## config.mk

```make
export PLATFORM = sky130hd
export DESIGN_NAME = reduce_nway
export DESIGN_NICKNAME = d
export VERILOG_FILES = /design/src/rtl/reduce_pkg.sv /design/src/rtl/reduce_stage.sv /design/src/rtl/reduce_nway.sv
export SDC_FILE = /design/constraint.sdc
export NUM_CORES = 1
export LEC_CHECK = 0
export CAP_MARGIN = 20
export CORE_MARGIN = 1.5
export CORE_UTILIZATION = 48
export CTS_CLUSTER_DIAMETER = 50
export CTS_CLUSTER_SIZE = 40
export DETAILED_ROUTE_END_ITERATION = 10
export PLACE_DENSITY_LB_ADDON = 0.2
export SLEW_MARGIN = 10
export SYNTH_ARGS = -nofsm -noshare
export SYNTH_HDL_FRONTEND = slang
export SYNTH_SLANG_ARGS = --single-unit
```

## constraint.sdc

```tcl
create_clock -name i_clock -period 1.5 [get_ports i_clock]
set_input_delay 0.15 -clock i_clock [delete_from_list [all_inputs] [get_ports i_clock]]
set_output_delay 0.15 -clock i_clock [all_outputs]
set_load 0.01 [all_outputs]
```

## src/rtl/reduce_pkg.sv

```systemverilog
// Shared mode encoding and per-mode helpers for the N-way reduction tree.
// The base operation is the 2-input gate applied at every tree level and by the accumulator.
package reduce_pkg;

  typedef enum logic [1:0] {
    MODE_OR  = 2'b00,
    MODE_AND = 2'b01,
    MODE_XOR = 2'b10,
    MODE_NOR = 2'b11
  } mode_e;

  // NOR shares OR's tree; its inversion is applied once at the root.
  function automatic logic base_op(input logic a, input logic b, input mode_e mode);
    case (mode)
      MODE_AND: return a & b;
      MODE_XOR: return a ^ b;
      default:  return a | b;
    endcase
  endfunction

  function automatic logic identity(input mode_e mode);
    return (mode == MODE_AND);
  endfunction

endpackage

```

## src/rtl/reduce_stage.sv

```systemverilog
// One tree level: combines adjacent pairs with the word's base op and registers the result
// together with the word's mode, accumulate flag and valid bit.
module reduce_stage
  import reduce_pkg::*;
#(
  parameter  int W_IN  = 2,
  localparam int W_OUT = (W_IN + 1) / 2
) (
  input  logic             i_clock,
  input  logic             i_reset,
  input  logic [W_IN-1:0]  i_data,
  input  mode_e            i_mode,
  input  logic             i_acc_en,
  input  logic             i_valid,
  output logic [W_OUT-1:0] o_data,
  output mode_e            o_mode,
  output logic             o_acc_en,
  output logic             o_valid
);

  logic [W_OUT-1:0] w_comb;
  logic [W_OUT-1:0] r_data;
  mode_e            r_mode;
  logic             r_acc_en;
  logic             r_valid;

  // NOTE: every bit gets a default before the loop so no path leaves w_comb unassigned (no latch).
  always_comb begin
    w_comb = '0;
    for (int k = 0; k < W_IN / 2; k++) begin
      w_comb[k] = base_op(i_data[2*k], i_data[2*k+1], i_mode);
    end
    if (W_IN % 2 == 1) begin
      w_comb[W_OUT-1] = i_data[W_IN-1];
    end
  end

  // NOTE: sequential state uses non-blocking assignments so all stages advance on the same edge.
  // Payload only loads with a valid word, so idle cycles keep the last result stable.
  always_ff @(posedge i_clock) begin
    if (i_reset) begin
      r_data   <= '0;
      r_mode   <= MODE_OR;
      r_acc_en <= 1'b0;
      r_valid  <= 1'b0;
    end else begin
      r_valid <= i_valid;
      if (i_valid) begin
        r_data   <= w_comb;
        r_mode   <= i_mode;
        r_acc_en <= i_acc_en;
      end
    end
  end

  assign o_data   = r_data;
  assign o_mode   = r_mode;
  assign o_acc_en = r_acc_en;
  assign o_valid  = r_valid;

endmodule

```

## src/rtl/reduce_nway.sv

```systemverilog
// Pipelined N-input single-bit reduction (OR/AND/XOR/NOR) with one register per tree level
// and a sticky accumulator fed by words as they leave the pipe.
module reduce_nway
  import reduce_pkg::*;
#(
  parameter int N = 8
) (
  input  logic         i_clock,
  input  logic         i_reset,
  input  logic [N-1:0] i_in,
  input  logic         i_in_valid,
  input  logic [1:0]   i_mode,
  input  logic         i_acc_en,
  input  logic         i_acc_clear,
  output logic         o_out,
  output logic         o_out_valid,
  output logic         o_acc,
  output logic         o_acc_valid
);

  localparam int L      = $clog2(N);
  localparam int P      = 1 << L;
  localparam int TREE_W = 2 * P - 1;

  // All tree levels packed back to back: level s (width P>>s) starts at bit 2P - 2(P>>s).
  logic [TREE_W-1:0] w_tree;
  mode_e             w_mode   [0:L];
  logic              w_acc_en [0:L];
  logic              w_valid  [0:L];

  assign w_mode[0]   = mode_e'(i_mode);
  assign w_acc_en[0] = i_acc_en;
  assign w_valid[0]  = i_in_valid;

  for (genvar j = 0; j < P; j++) begin : gen_leaf
    if (j < N) begin : gen_real
      assign w_tree[j] = i_in[j];
    end else begin : gen_pad
      assign w_tree[j] = identity(w_mode[0]);
    end
  end

  for (genvar s = 0; s < L; s++) begin : gen_stage
    localparam int W       = P >> s;
    localparam int OFF_IN  = 2 * P - 2 * W;
    localparam int OFF_OUT = 2 * P - W;

    reduce_stage #(.W_IN(W)) u_stage (
      .i_clock  (i_clock),
      .i_reset  (i_reset),
      .i_data   (w_tree[OFF_IN +: W]),
      .i_mode   (w_mode[s]),
      .i_acc_en (w_acc_en[s]),
      .i_valid  (w_valid[s]),
      .o_data   (w_tree[OFF_OUT +: W/2]),
      .o_mode   (w_mode[s+1]),
      .o_acc_en (w_acc_en[s+1]),
      .o_valid  (w_valid[s+1])
    );
  end

  logic w_out;
  logic r_acc;
  logic r_acc_valid;

  // NOR inversion sits after the last register; it depends only on registered state.
  assign w_out = w_tree[TREE_W-1] ^ (w_mode[L] == MODE_NOR);

  // A clear coinciding with an accumulating exit discards the old contents but keeps the new word.
  always_ff @(posedge i_clock) begin
    if (i_reset) begin
      r_acc       <= 1'b0;
      r_acc_valid <= 1'b0;
    end else if (w_valid[L] && w_acc_en[L]) begin
      r_acc       <= (i_acc_clear || !r_acc_valid) ? w_out : base_op(r_acc, w_out, w_mode[L]);
      r_acc_valid <= 1'b1;
    end else if (i_acc_clear) begin
      r_acc       <= 1'b0;
      r_acc_valid <= 1'b0;
    end
  end

  assign o_out       = w_out;
  assign o_out_valid = w_valid[L];
  assign o_acc       = r_acc;
  assign o_acc_valid = r_acc_valid;

endmodule
```

Word-level counts from Yosys, hierarchy flattened
Cells that the tools add are included.
{ "op_classes": {"reduce_logical": 4, "mux": 12, "n_bitwise": 25, "n_eq_ne": 9} }
{ "op_table": {"columns": ["operator", "n"], "rows": [
  ["1-bit one-hot mux with 2 select lines", 8],
  ["2-bit equality test (second input constant)", 5],
  ["1-bit bitwise XOR", 9],
  ["1-bit AND", 8],
  ["2-bit by 1-bit equality test with 1-bit output (second input constant)", 4],
  ["1-bit bitwise OR", 8],
  ["1-bit 2-to-1 mux", 4],
  ["2-bit nonzero test", 1],
  ["1-bit logical AND", 1],
  ["1-bit logical NOT", 1],
  ["1-bit logical OR", 1]
]} }
{ "totals": {"register_bits": 21, "inputBits": 15, "wordCells": 64, "out_inout_bits": 4} }

Depth between registers and ports, before layout
Gate-level depths: netlist (run 1).
{ "depth": {"word_depth": 6, "mapped_depth": 7, "ltp_nobuf": 7} }

Hierarchy
From an unflattened synthesis (run 1), not the netlist that was laid out.
{ "unflattened": {"cells_unflattened": 140, "hier_area_um2": 1285.0} }
{ "modules_own_cells": {"columns": ["module", "n_inst", "area_each_um2", "seq_area_each_um2", "cells_per_inst"], "rows": [
  ["reduce_stage at gen_stage[0].u_stage", 1, 483.0, 160.2, 54],
  ["reduce_stage at gen_stage[1].u_stage", 1, 341.6, 120.1, 37],
  ["reduce_stage at gen_stage[2].u_stage", 1, 262.8, 100.1, 26],
  ["reduce_nway", 1, 197.7, 40.0, 23]
]} }

Worst setup path after synthesis (run 1)
Ideal clock, no wire load.
{ "synth_path": {"kind": "flip-flop to flip-flop", "start": "reg gen_stage[2].u_stage.r_mode[0]", "end": "reg r_acc (netlist: o_acc)", "setup_slack_ns": -0.249, "period_less_slack_ns": 1.749, "n_path_buf": 0, "required_time_ns": 1.414, "t_arrival_ns": 1.662, "stages_incl_launch_ff": 8, "setup_time_ns": 0.086, "path_cell_list": "dfxtp_1 > ha_1 > xor2_2 > inv_1 > ha_1 > a221oi_1 > a211o_1 > a221oi_2"} }
{ "synth_via": {"elab_chain_len": 6, "word_cells_on_any_way": 10, "classes_between": "eq/ne: 3; mux: 3; bitwise: 4"} }
{ "synth_lines": {"columns": ["element", "line", "text"], "rows": [
  ["from (decl)", "reduce_stage.sv:23", "mode_e r_mode;"],
  ["from (signal assigned)", "reduce_stage.sv:50", "r_mode <= i_mode;"],
  ["2-bit equality test *", "reduce_nway.sv:67", "assign w_out = w_tree[TREE_W-1] ^ (w_mode[L] == MODE_NOR);"],
  ["1-bit bitwise XOR *", "reduce_nway.sv:67", null],
  ["via o_out", "reduce_nway.sv:15", "output logic o_out,"],
  ["1-bit bitwise OR (tied with other cells)", "reduce_pkg.sv:17", "default: return a | b;"],
  ["1-bit one-hot mux with 2 select lines", "reduce_pkg.sv:14", "case (mode)"],
  ["1-bit 2-to-1 mux *", "reduce_nway.sv:75", "r_acc <= (i_acc_clear || !r_acc_valid) ? w_out : base_op(r_acc, w_out, w_mode[L]);"],
  ["1-bit 2-to-1 mux *", "reduce_nway.sv:74", "end else if (w_valid[L] && w_acc_en[L]) begin"],
  ["to (signal assigned)", "reduce_nway.sv:75", null],
  ["to (decl)", "reduce_nway.sv:63", "logic r_acc;"]
]} }
Mark *: on every way through the listed nets, which the timed path passes. The rest lies on a longest branch.
A chain may end at the register's enable or synchronous reset.

Worst setup path in the final report (run 1)
{ "layout_path": {"start": "reg gen_stage[2].u_stage.r_mode[1]", "end": "reg r_acc (netlist: o_acc)"} }
{ "layout_via": {"elab_chain_len": 6, "word_cells_on_any_way": 10, "classes_between": "eq/ne: 3; mux: 3; bitwise: 4"} }
{ "layout_lines": {"columns": ["element", "line"], "rows": [
  ["2-bit equality test", "reduce_nway.sv:67"],
  ["1-bit bitwise XOR", "reduce_nway.sv:67"],
  ["1-bit bitwise OR (tied with other cells)", "reduce_pkg.sv:17"],
  ["1-bit one-hot mux with 2 select lines", "reduce_pkg.sv:14"],
  ["1-bit 2-to-1 mux *", "reduce_nway.sv:75"],
  ["1-bit 2-to-1 mux *", "reduce_nway.sv:74"]
]} }
Mark *: on every way between the ends. The rest lies on a longest branch, timed or not.

==> flow_metrics.env, run 1 <==
export IMPL_vias=966
export IMPL_gp_routability_congestion=0.792
export IMPL_numClockSinks=21
export IMPL_grt_pass1_wl_mm=3.76
export IMPL_synthesis_area_sq_um=1280
export IMPL_cts_tree="built"
export IMPL_setup_viol=1
export IMPL_wl_per_cell_microns=11.1
export IMPL_period_needed_ns=1.61
export IMPL_drt_drc_violations_left=0
export IMPL_cts_setup_buffers=0
export IMPL_synth_cell_types=18
export IMPL_pwr_share_seq=0.564
export IMPL_synthArstFlopShare=0
export IMPL_crit_arrival_ns=1.83
export IMPL_violations="negative setup slack"
export IMPL_syn_area_per_cell_sq_um=9.09
export IMPL_crit_fanout=2
export IMPL_die_w_microns=54.7
export IMPL_pre_cts_slack_ns=-0.123
export IMPL_viasPerCell=4.93
export IMPL_area_growth_syn_to_layout_pct=25.4
export IMPL_status="finished with violations"
export IMPL_leakage_nw=0.723
export IMPL_cts_buffers=3
export IMPL_switchingPower_mw=0.270
export IMPL_power_density_nw_per_um2=666
export IMPL_die_y_microns=54.7
export IMPL_drv_cap=0
export IMPL_max_freq_mhz=620
export IMPL_final_core_util=0.643
export IMPL_core_area_sq_um=2500
export IMPL_synth_cells=141
export IMPL_worst_skew_pair_late_latency_ns=0.30
export IMPL_overflow=0
export IMPL_p_comb_frac=0.189
export IMPL_whs_ns=0.494
export IMPL_setup_slack_ns=-0.113
export IMPL_power_total_mw=1.07
export IMPL_clockBufferDepth=2
export IMPL_synth_edf_count=0
export IMPL_root_buffer="clkbuf_4"
export IMPL_ys_warn_count=0
export IMPL_syn_num_nets=181
export IMPL_hold_viol=0
export IMPL_synthFlopType="dfxtp_1"
export IMPL_grt_use_total=0.172
export IMPL_ant_nets=0
export IMPL_die_area_sq_um=2990
export IMPL_clkTransAtPathRegs_ns=0.11
export IMPL_grt_max_degree=22
export IMPL_grt_pass1_vias=949
export IMPL_layoutNonFillerInstCount=196
export IMPL_crit_required_ns=1.72
export IMPL_grt_antenna_before_repair=0
export IMPL_ir_worst_vdd_mv=0.742
export IMPL_sw_frac_of_total=0.252
export IMPL_drv_slew=0
export IMPL_num_io_pins=19
export IMPL_drt_first_pass_iters=4
export IMPL_internal_power_mw=0.800
export IMPL_wirelength_mm=2.18
export IMPL_hold_class="input pin to flop"
export IMPL_finalCritPeriodShare=1.08
export IMPL_htreeDepth=1
export IMPL_nFillCells=208
export IMPL_skew_ns=0.00495
export IMPL_worst_slew_pin_slew_ns=0.405
export IMPL_rsz0062_at_grt="true"
export IMPL_path_class="flop to flop"
export IMPL_rows=18
export IMPL_relSlewSlack=0.729
export IMPL_io_buffers=18
export IMPL_yosysSeqAreaShare=0.328
export IMPL_critPathCaptureType="flop"
export IMPL_start_util=0.513
export IMPL_ys_seq_elements=21
export IMPL_clkPwrFrac=0.247
export IMPL_drive_above_1_share=0.133
export IMPL_nets=207
export IMPL_antenna_cells=0
export IMPL_drt_initial_drc_count=5
export IMPL_cp_start_kind="flop"
export IMPL_dp_cells=192
export IMPL_place_hpwl_mm=1.80
sequential cells by signal, indices dropped and copies added, names as in the netlist:
name and count:
gen_stage.u_stage.o_mode 6, gen_stage.u_stage.o_acc_en 3, gen_stage.u_stage.o_data 7, o_acc 1
gen_stage.u_stage.o_valid 3, o_acc_valid 1
power by group through the flow:
stage	combinational (mW)	sequential [mW]	clock, mW
2_1_floorplan	0.126	0.607	0
3_3_place_gp	0.195	0.615	0
3_5_place_dp	0.203	0.617	0
4_1_cts	0.205	0.604	0.276
5_1_grt	0.232	0.608	0.303
6_report	0.202	0.604	0.264
worst max-delay path: stages (launching register included):
cell	delay, ns
dfxtp_2	0.36
ha_4	0.18
xor2_4	0.17
inv_2	0.06
ha_4	0.26
a221oi_2	0.05
a211o_1	0.24
a221oi_2	0.21
final cells by class:
type	instances	area [sq um]	area share
multi-input combinational	90	787	0.490
sequential	21	423	0.263
timing repair buffer	27	243	0.151
inverter	24	90.1	0.0561
tap	30	37.5	0.0234
clock buffer	4	26.3	0.0164
cells by family (layout without fill, tap and decap cells):
| group | count (synthesis) | in the layout | share of synthesized area |
|---|---|---|---|
| and+or+nand+nor | 36 | 36 | 0.136 |
| buffers and inverters | 30 | 55 | 0.0908 |
| adders and majority gates | 25 | 25 | 0.244 |
| DFF | 21 | 21 | 0.328 |
| AOI/OAI and AO/OA | 19 | 19 | 0.118 |
| muxes | 9 | 9 | 0.0703 |
| xor gates and xnor gates | 1 | 1 | 0.0127 |
timing repair:
action                                  in CTS  in global routing
cloned                                       0                  0
endpoints found under the setup margin       2                  2
hold buffers                                 0                  0
resized for setup                            7                  0
endpoints found under the hold margin        0                  0
cell usage in the layout (no fill, tap or decap), drive strengths merged:
| cell | instances |
|---|---|
| nand2b | 9 |
| clkbuf | 4 |
| buf | 10 |
| dfxtp | 21 |
| nand2 | 8 |
| a221o | 7 |
| nor2b | 3 |
| clkdlybuf4s50 | 17 |
| nor2 | 9 |
| xor2 | 1 |
| ha | 25 |
| nand3 | 7 |
| mux2i | 9 |
| a221oi | 2 |
| a21oi | 9 |
| a211o | 1 |
| inv | 24 |
synth_stat cells (3+ instances only):
master | number | area, sq um
nand2b_1 | 9 | 56.3
buf_2 | 3 | 15.0
nor2b_1 | 3 | 18.8
nand2_1 | 8 | 30.0
clkbuf_1 | 3 | 11.3
dfxtp_1 | 21 | 420
a21oi_1 | 8 | 40.0
mux2i_1 | 9 | 90.1
inv_1 | 24 | 90.1
nor2_1 | 9 | 33.8
a221o_1 | 7 | 70.1
nand3_1 | 7 | 35.0
ha_1 | 25 | 313
per-stage QoR:
stage	area [sq um]	TNS [ns]
2_1_floorplan	1310	-0.108
3_3_place_gp	1570	-0.360
3_5_place_dp	1570	-0.560
4_1_cts	1610	-0.123
5_1_grt	1610	-0.194
6_report	1610	-0.113
final timing paths:
| check | startpoint | to | slack (ns) | depth (start not counted) |
|---|---|---|---|---|
| max | gen_stage[2].u_stage.o_mode[1] | o_acc | -0.11 | 7 |
| min | i_acc_en | gen_stage[0].u_stage.o_acc_en | 0.49 | 3 |
| max reg2reg | gen_stage[2].u_stage.o_mode[1] | o_acc | -0.11 | 7 |
| min reg2reg | gen_stage[0].u_stage.o_data[3] | gen_stage[0].u_stage.o_data[3] | 0.50 | 2 |
layer usage:
layer	vias up	share of wire	track usage
met2	14	0.49	0.302
met5	-	0	0
met4	0	0	0.0250
met3	0	0.033	0.0574
met1	434	0.48	0.206
li1	518	-	-
(Power assumes the default switching activity.)
==> run 2, diff against run 1 <==
--- a/config.mk
+++ b/config.mk
@@ -6,13 +6,14 @@
 export NUM_CORES = 1
 export LEC_CHECK = 0
 export CAP_MARGIN = 20
+export CORE_ASPECT_RATIO = 1.75
 export CORE_MARGIN = 1.5
 export CORE_UTILIZATION = 48
 export CTS_CLUSTER_DIAMETER = 50
 export CTS_CLUSTER_SIZE = 40
 export DETAILED_ROUTE_END_ITERATION = 10
 export PLACE_DENSITY_LB_ADDON = 0.2
-export SLEW_MARGIN = 10
+export SLEW_MARGIN = 15
 export SYNTH_ARGS = -nofsm -noshare
 export SYNTH_HDL_FRONTEND = slang
 export SYNTH_SLANG_ARGS = --single-unit
==> run 2 against run 1 <==
Against the previous run:
- the flow still finishes with violations (negative setup slack)
- die area increased by 0.41%
- combinational power about the same
- worst setup slack improved by 0.030 ns
- fmax increased by 1.9%
- register-to-register slack improved by 0.03 ns
- global-route usage about the same
- hold slack improved by 0.0023 ns
- critical path depth unchanged
- critical path type unchanged
==> flow_metrics.env, run 2 (synthesis results as in run 1) <==
export IMPL_wirelength_mm=2.23
export IMPL_tns_ns=-0.0839
export IMPL_worst_skew_pair_late_latency_ns=0.26
export IMPL_whs_ns=0.496
export IMPL_critPathCaptureType="flop"
export IMPL_hold_class="flop to flop"
export IMPL_rrSetupSlack_ns=-0.08
export IMPL_drt_initial_drc_count=12
export IMPL_ir_worst_vdd_mv=0.544
export IMPL_numClockSinks=21
export IMPL_num_io_pins=19
export IMPL_setup_viol=1
export IMPL_crit_required_ns=1.68
export IMPL_viasPerCell=5.19
export IMPL_crit_path_max_incr_delay_ns=0.34
export IMPL_io_buffers=18
export IMPL_worst_slew_pin_slew_ns=0.401
export IMPL_drive_above_1_share=0.149
export IMPL_final_core_util=0.649
export IMPL_vias=1007
export IMPL_clockBufferDepth=2
export IMPL_overflow=0
export IMPL_power_density_nw_per_um2=717
export IMPL_drt_first_pass_iters=4
export IMPL_grt_pass1_wl_mm=4.02
export IMPL_max_freq_mhz=631
export IMPL_skew_ns=0.00110
export IMPL_place_hpwl_mm=1.88
export IMPL_cts_tree="built"
export IMPL_postLayoutCellArea_sq_um=1640
export IMPL_nets=209
export IMPL_setup_slack_ns=-0.0839
export IMPL_rsz0062_at_grt="true"
export IMPL_drv_slew=0
export IMPL_drv_cap=0
export IMPL_regArea_sq_um=423
export IMPL_path_class="flop to flop"
export IMPL_cts_setup_buffers=0
export IMPL_die_y_microns=71.3
export IMPL_largest_reg_flops=7
export IMPL_grt_max_degree=22
export IMPL_grt_use_total=0.172
export IMPL_worstHoldStart="gen_stage[0].u_stage.o_data[0]"
export IMPL_hold_viol=0
export IMPL_slowest_stage="dfxtp_2"
export IMPL_relSlewSlack=0.732
export IMPL_startpoint="gen_stage[2].u_stage.o_mode[1]"
export IMPL_nFillCells=215
export IMPL_postPlaceCellArea_sq_um=1580
export IMPL_rows=24
export IMPL_crit_fanout=2
export IMPL_period_needed_ns=1.58
export IMPL_root_buffer="clkbuf_8"
export IMPL_die_w_microns=42.1
export IMPL_leakage_nw=0.742
export IMPL_drt_drc_violations_left=0
export IMPL_power_total_mw=1.17
export IMPL_core_area_sq_um=2520
export IMPL_status="finished with violations"
export IMPL_die_area_sq_um=3000
export IMPL_grt_antenna_before_repair=0
export IMPL_ant_nets=0
export IMPL_ff2ff_path_depth=7
export IMPL_htreeDepth=1
export IMPL_min_to="gen_stage[0].u_stage.o_data[0]"
export IMPL_clkTransAtPathRegs_ns=0.07
export IMPL_grt_pass1_vias=1028
export IMPL_start_util=0.508
export IMPL_violations="negative setup slack"
export IMPL_area_growth_syn_to_layout_pct=27.7
export IMPL_antenna_cells=0
export IMPL_r2r_end="o_acc"
export IMPL_wl_per_cell_microns=11.5
export IMPL_final_cell_mix="23 x inv_1, 23 x ha_1, 19 x dfxtp_1"
export IMPL_finalCritPeriodShare=1.06
export IMPL_crit_arrival_ns=1.76
export IMPL_whs_path_depth=2
export IMPL_cp_start_kind="flop"
export IMPL_timing_rr_start="gen_stage[2].u_stage.o_mode[1]"
export IMPL_cts_buffers=3
export IMPL_path_cells="ha_4, xor2_4, inv_2, ha_4, a221oi_2, a211o_1, a221oi_2"
export IMPL_gp_routability_congestion=0.720
export IMPL_multi_input_area_sq_um=787
## run 2: changes by cell type in the layout (fill, tap and decap cells not counted)
cell / before / now
clkbuf_8: 0 / 3
buf_2: 1 / 0
clkbuf_2: 0 / 1
buf_4: 9 / 11
clkbuf_1: 1 / 0
clkinv_2: 0 / 1
clkbuf_4: 3 / 0
## run 2: routing by layer
layer / vias to the layer above / global-route usage / part of all wire
li1: 515 / - / -
met1: 469 / 0.152 / 0.33
met2: 18 / 0.358 / 0.62
met3: 5 / 0.0227 / 0.022
met4: 0 / 0.0833 / 0.025
met5: - / 0 / 0
## run 2: area by class of cell
type | count | area share
tap | 26 | 0.0199
timing repair buffer | 29 | 0.157
clock inverter | 1 | 0.00306
clock buffer | 3 | 0.0252
sequential | 21 | 0.258
inverter | 24 | 0.0550
multi-input combinational | 90 | 0.481
## run 2: through the flow
stage | cells | worst slack [ns]
after detailed placement | 190 | -0.123
after floorplan | 141 | -0.108
after global routing | 194 | -0.132
final | 194 | -0.0839
after CTS | 194 | -0.123
after global placement | 190 | -0.0716
## run 2: timing repair
item	CTS	global route
resized for setup	3	3
hold buffers	0	0
endpoints found under the setup margin	2	2
## run 2: critical path: cells and delay by family, from the launching register on
| family | cells | cell delay [ns] |
|---|---|---|
| AO/OA/AOI/OAI | 3 | 0.51 |
| adder cells (fa/ha/maj) | 2 | 0.43 |
| flip-flops | 1 | 0.34 |
| XOR/XNOR | 1 | 0.17 |
| buffers and inverters | 1 | 0.06 |
## run 2: how the worst max path moves through the flow
stage,endpoint,slack (ns)
3_5_place_dp,o_acc,-0.12
4_1_cts,o_acc,-0.12
3_3_place_gp,gen_stage[0].u_stage.o_data[1],-0.07
5_1_grt,o_acc,-0.13
2_1_floorplan,o_acc,-0.11
6_report,o_acc,-0.08
## run 2: report_power, final
group / total [mW] / internal (mW) / switching [mW] / leakage [nW]
clock network: 0.364 / 0.185 / 0.179 / 0.0255
logic: 0.205 / 0.119 / 0.0864 / 0.544
registers: 0.605 / 0.581 / 0.0239 / 0.172
total: 1.17 / 0.885 / 0.289 / 0.742
==> run 3, diff against run 2 <==
--- a/config.mk
+++ b/config.mk
@@ -13,6 +13,7 @@
 export CTS_CLUSTER_SIZE = 40
 export DETAILED_ROUTE_END_ITERATION = 10
 export PLACE_DENSITY_LB_ADDON = 0.2
+export SKIP_LAST_GASP = 1
 export SLEW_MARGIN = 15
 export SYNTH_ARGS = -nofsm -noshare
 export SYNTH_HDL_FRONTEND = slang
==> run 3 against run 2 <==
Against the previous run:
- the flow still finishes with violations (negative setup slack)
- sequential share of layout area down 0.059 points
- hold slack stayed put
- critical path depth unchanged
- power is essentially flat
- cell count unchanged
- critical endpoint unchanged
- largest power group unchanged
==> flow_metrics.env, run 3 (synthesis results as in run 1) <==
export IMPL_crit_fanout=2
export IMPL_crit_path_max_incr_delay_ns=0.34
export IMPL_power_total_mw=1.17
export IMPL_setup_slack_ns=-0.0838
export IMPL_violations="negative setup slack"
export IMPL_postLayoutCellArea_sq_um=1640
export IMPL_status="finished with violations"
export IMPL_place_hpwl_mm=1.88
export IMPL_crit_required_ns=1.68
export IMPL_wirelength_mm=2.23
export IMPL_numClockSinks=21
export IMPL_setup_viol=2
export IMPL_grt_use_total=0.172
export IMPL_clockBufferDepth=2
export IMPL_relSlewSlack=0.732
export IMPL_start_util=0.508
export IMPL_gp_routability_congestion=0.720
export IMPL_leakage_nw=0.746
export IMPL_grt_max_degree=22
export IMPL_drv_cap=0
export IMPL_io_buffers=18
export IMPL_drv_slew=0
export IMPL_period_needed_ns=1.58
export IMPL_hold_class="flop to flop"
export IMPL_rows=24
export IMPL_core_area_sq_um=2520
export IMPL_tns_ns=-0.106
export IMPL_nets=209
export IMPL_rsz0062_at_grt="true"
export IMPL_grt_pass1_wl_mm=4.02
export IMPL_finalCritPeriodShare=1.06
export IMPL_worst_skew_pair_late_latency_ns=0.26
export IMPL_final_cell_mix="23 x inv_1, 23 x ha_1, 19 x dfxtp_1"
export IMPL_antenna_cells=0
export IMPL_pre_cts_slack_ns=-0.123
export IMPL_hold_viol=0
export IMPL_slowest_stage="dfxtp_2"
export IMPL_nFillCells=216
export IMPL_ctsResizeCount=2
export IMPL_path_cells="ha_4, xor2_4, inv_2, ha_4, a221oi_2, a211o_1, a221oi_2"
export IMPL_grt_pass1_vias=1028
export IMPL_cts_buffers=3
export IMPL_regArea_sq_um=423
export IMPL_max_freq_mhz=631
export IMPL_area_growth_syn_to_layout_pct=28.0
export IMPL_drt_first_pass_iters=4
export IMPL_ir_worst_vdd_mv=0.544
export IMPL_die_w_microns=42.1
export IMPL_wl_per_cell_microns=11.5
export IMPL_power_density_nw_per_um2=716
export IMPL_grt_antenna_before_repair=0
export IMPL_htreeDepth=1
export IMPL_num_io_pins=19
export IMPL_final_core_util=0.650
export IMPL_drt_initial_drc_count=12
export IMPL_overflow=0
export IMPL_drt_drc_violations_left=0
export IMPL_ctsHoldBuffers=0
export IMPL_cts_setup_buffers=0
export IMPL_largest_reg_flops=7
export IMPL_skew_ns=0.00110
export IMPL_path_class="flop to flop"
export IMPL_cts_tree="built"
export IMPL_multi_input_area_sq_um=787
export IMPL_crit_arrival_ns=1.76
export IMPL_clkTransAtPathRegs_ns=0.07
export IMPL_die_y_microns=71.3
export IMPL_ant_nets=0
export IMPL_worst_slew_pin_slew_ns=0.401
export IMPL_critPathCaptureType="flop"
export IMPL_die_area_sq_um=3000
export IMPL_vias=1007
export IMPL_postPlaceCellArea_sq_um=1580
export IMPL_cp_start_kind="flop"
export IMPL_viasPerCell=5.19
export IMPL_root_buffer="clkbuf_8"
export IMPL_drive_above_1_share=0.143
-- run 3: cell count changes in the layout (fill, tap and decap cells not counted) --
cell,change
clkbuf_2,-1
dlygate4sd2_1,+1
-- run 3: through the flow --
step           instances  hold slack [ns]
2_1_floorplan        141            0.222
3_3_place_gp         190            0.473
3_5_place_dp         190            0.487
4_1_cts              194            0.501
5_1_grt              194            0.539
6_report             194            0.496
-- run 3: final cells by class --
cell class,instances,share of cell area
timing repair buffer,29,0.159
tap,26,0.0198
clock inverter,1,0.00305
multi-input combinational,90,0.480
inverter,24,0.0549
sequential,21,0.258
clock buffer,3,0.0252
-- run 3: final timing paths --
path / slack (ns) / from / cells after the start / to
max reg2reg: -0.08 / gen_stage[2].u_stage.o_mode[1] / 7 / o_acc
max: -0.08 / gen_stage[2].u_stage.o_mode[1] / 7 / o_acc
min: 0.50 / gen_stage[0].u_stage.o_data[0] / 2 / gen_stage[0].u_stage.o_data[0]
min reg2reg: 0.50 / gen_stage[0].u_stage.o_data[0] / 2 / gen_stage[0].u_stage.o_data[0]
-- run 3: report_power, final --
part,switching (mW),internal [mW],leakage [nW]
clock,0.179,0.185,0.0255
sequential,0.0239,0.581,0.172
combinational,0.0864,0.119,0.548
total,0.289,0.885,0.746
-- run 3: routing by layer --
layer / global-route usage / wire, microns / vias to the layer above
li1: - / - / 515
met1: 0.152 / 734 / 469
met2: 0.358 / 1390 / 18
met3: 0.0227 / 47 / 5
met4: 0.0833 / 55 / 0
met5: 0 / 0 / -
-- run 3: critical path: cells and delay by family (launching register included) --
kind            cells  cell delay [ns]
fa+ha+maj           2             0.43
flops               1             0.34
buf+inv             1             0.06
xor+xnor            1             0.17
compound gates      3             0.51
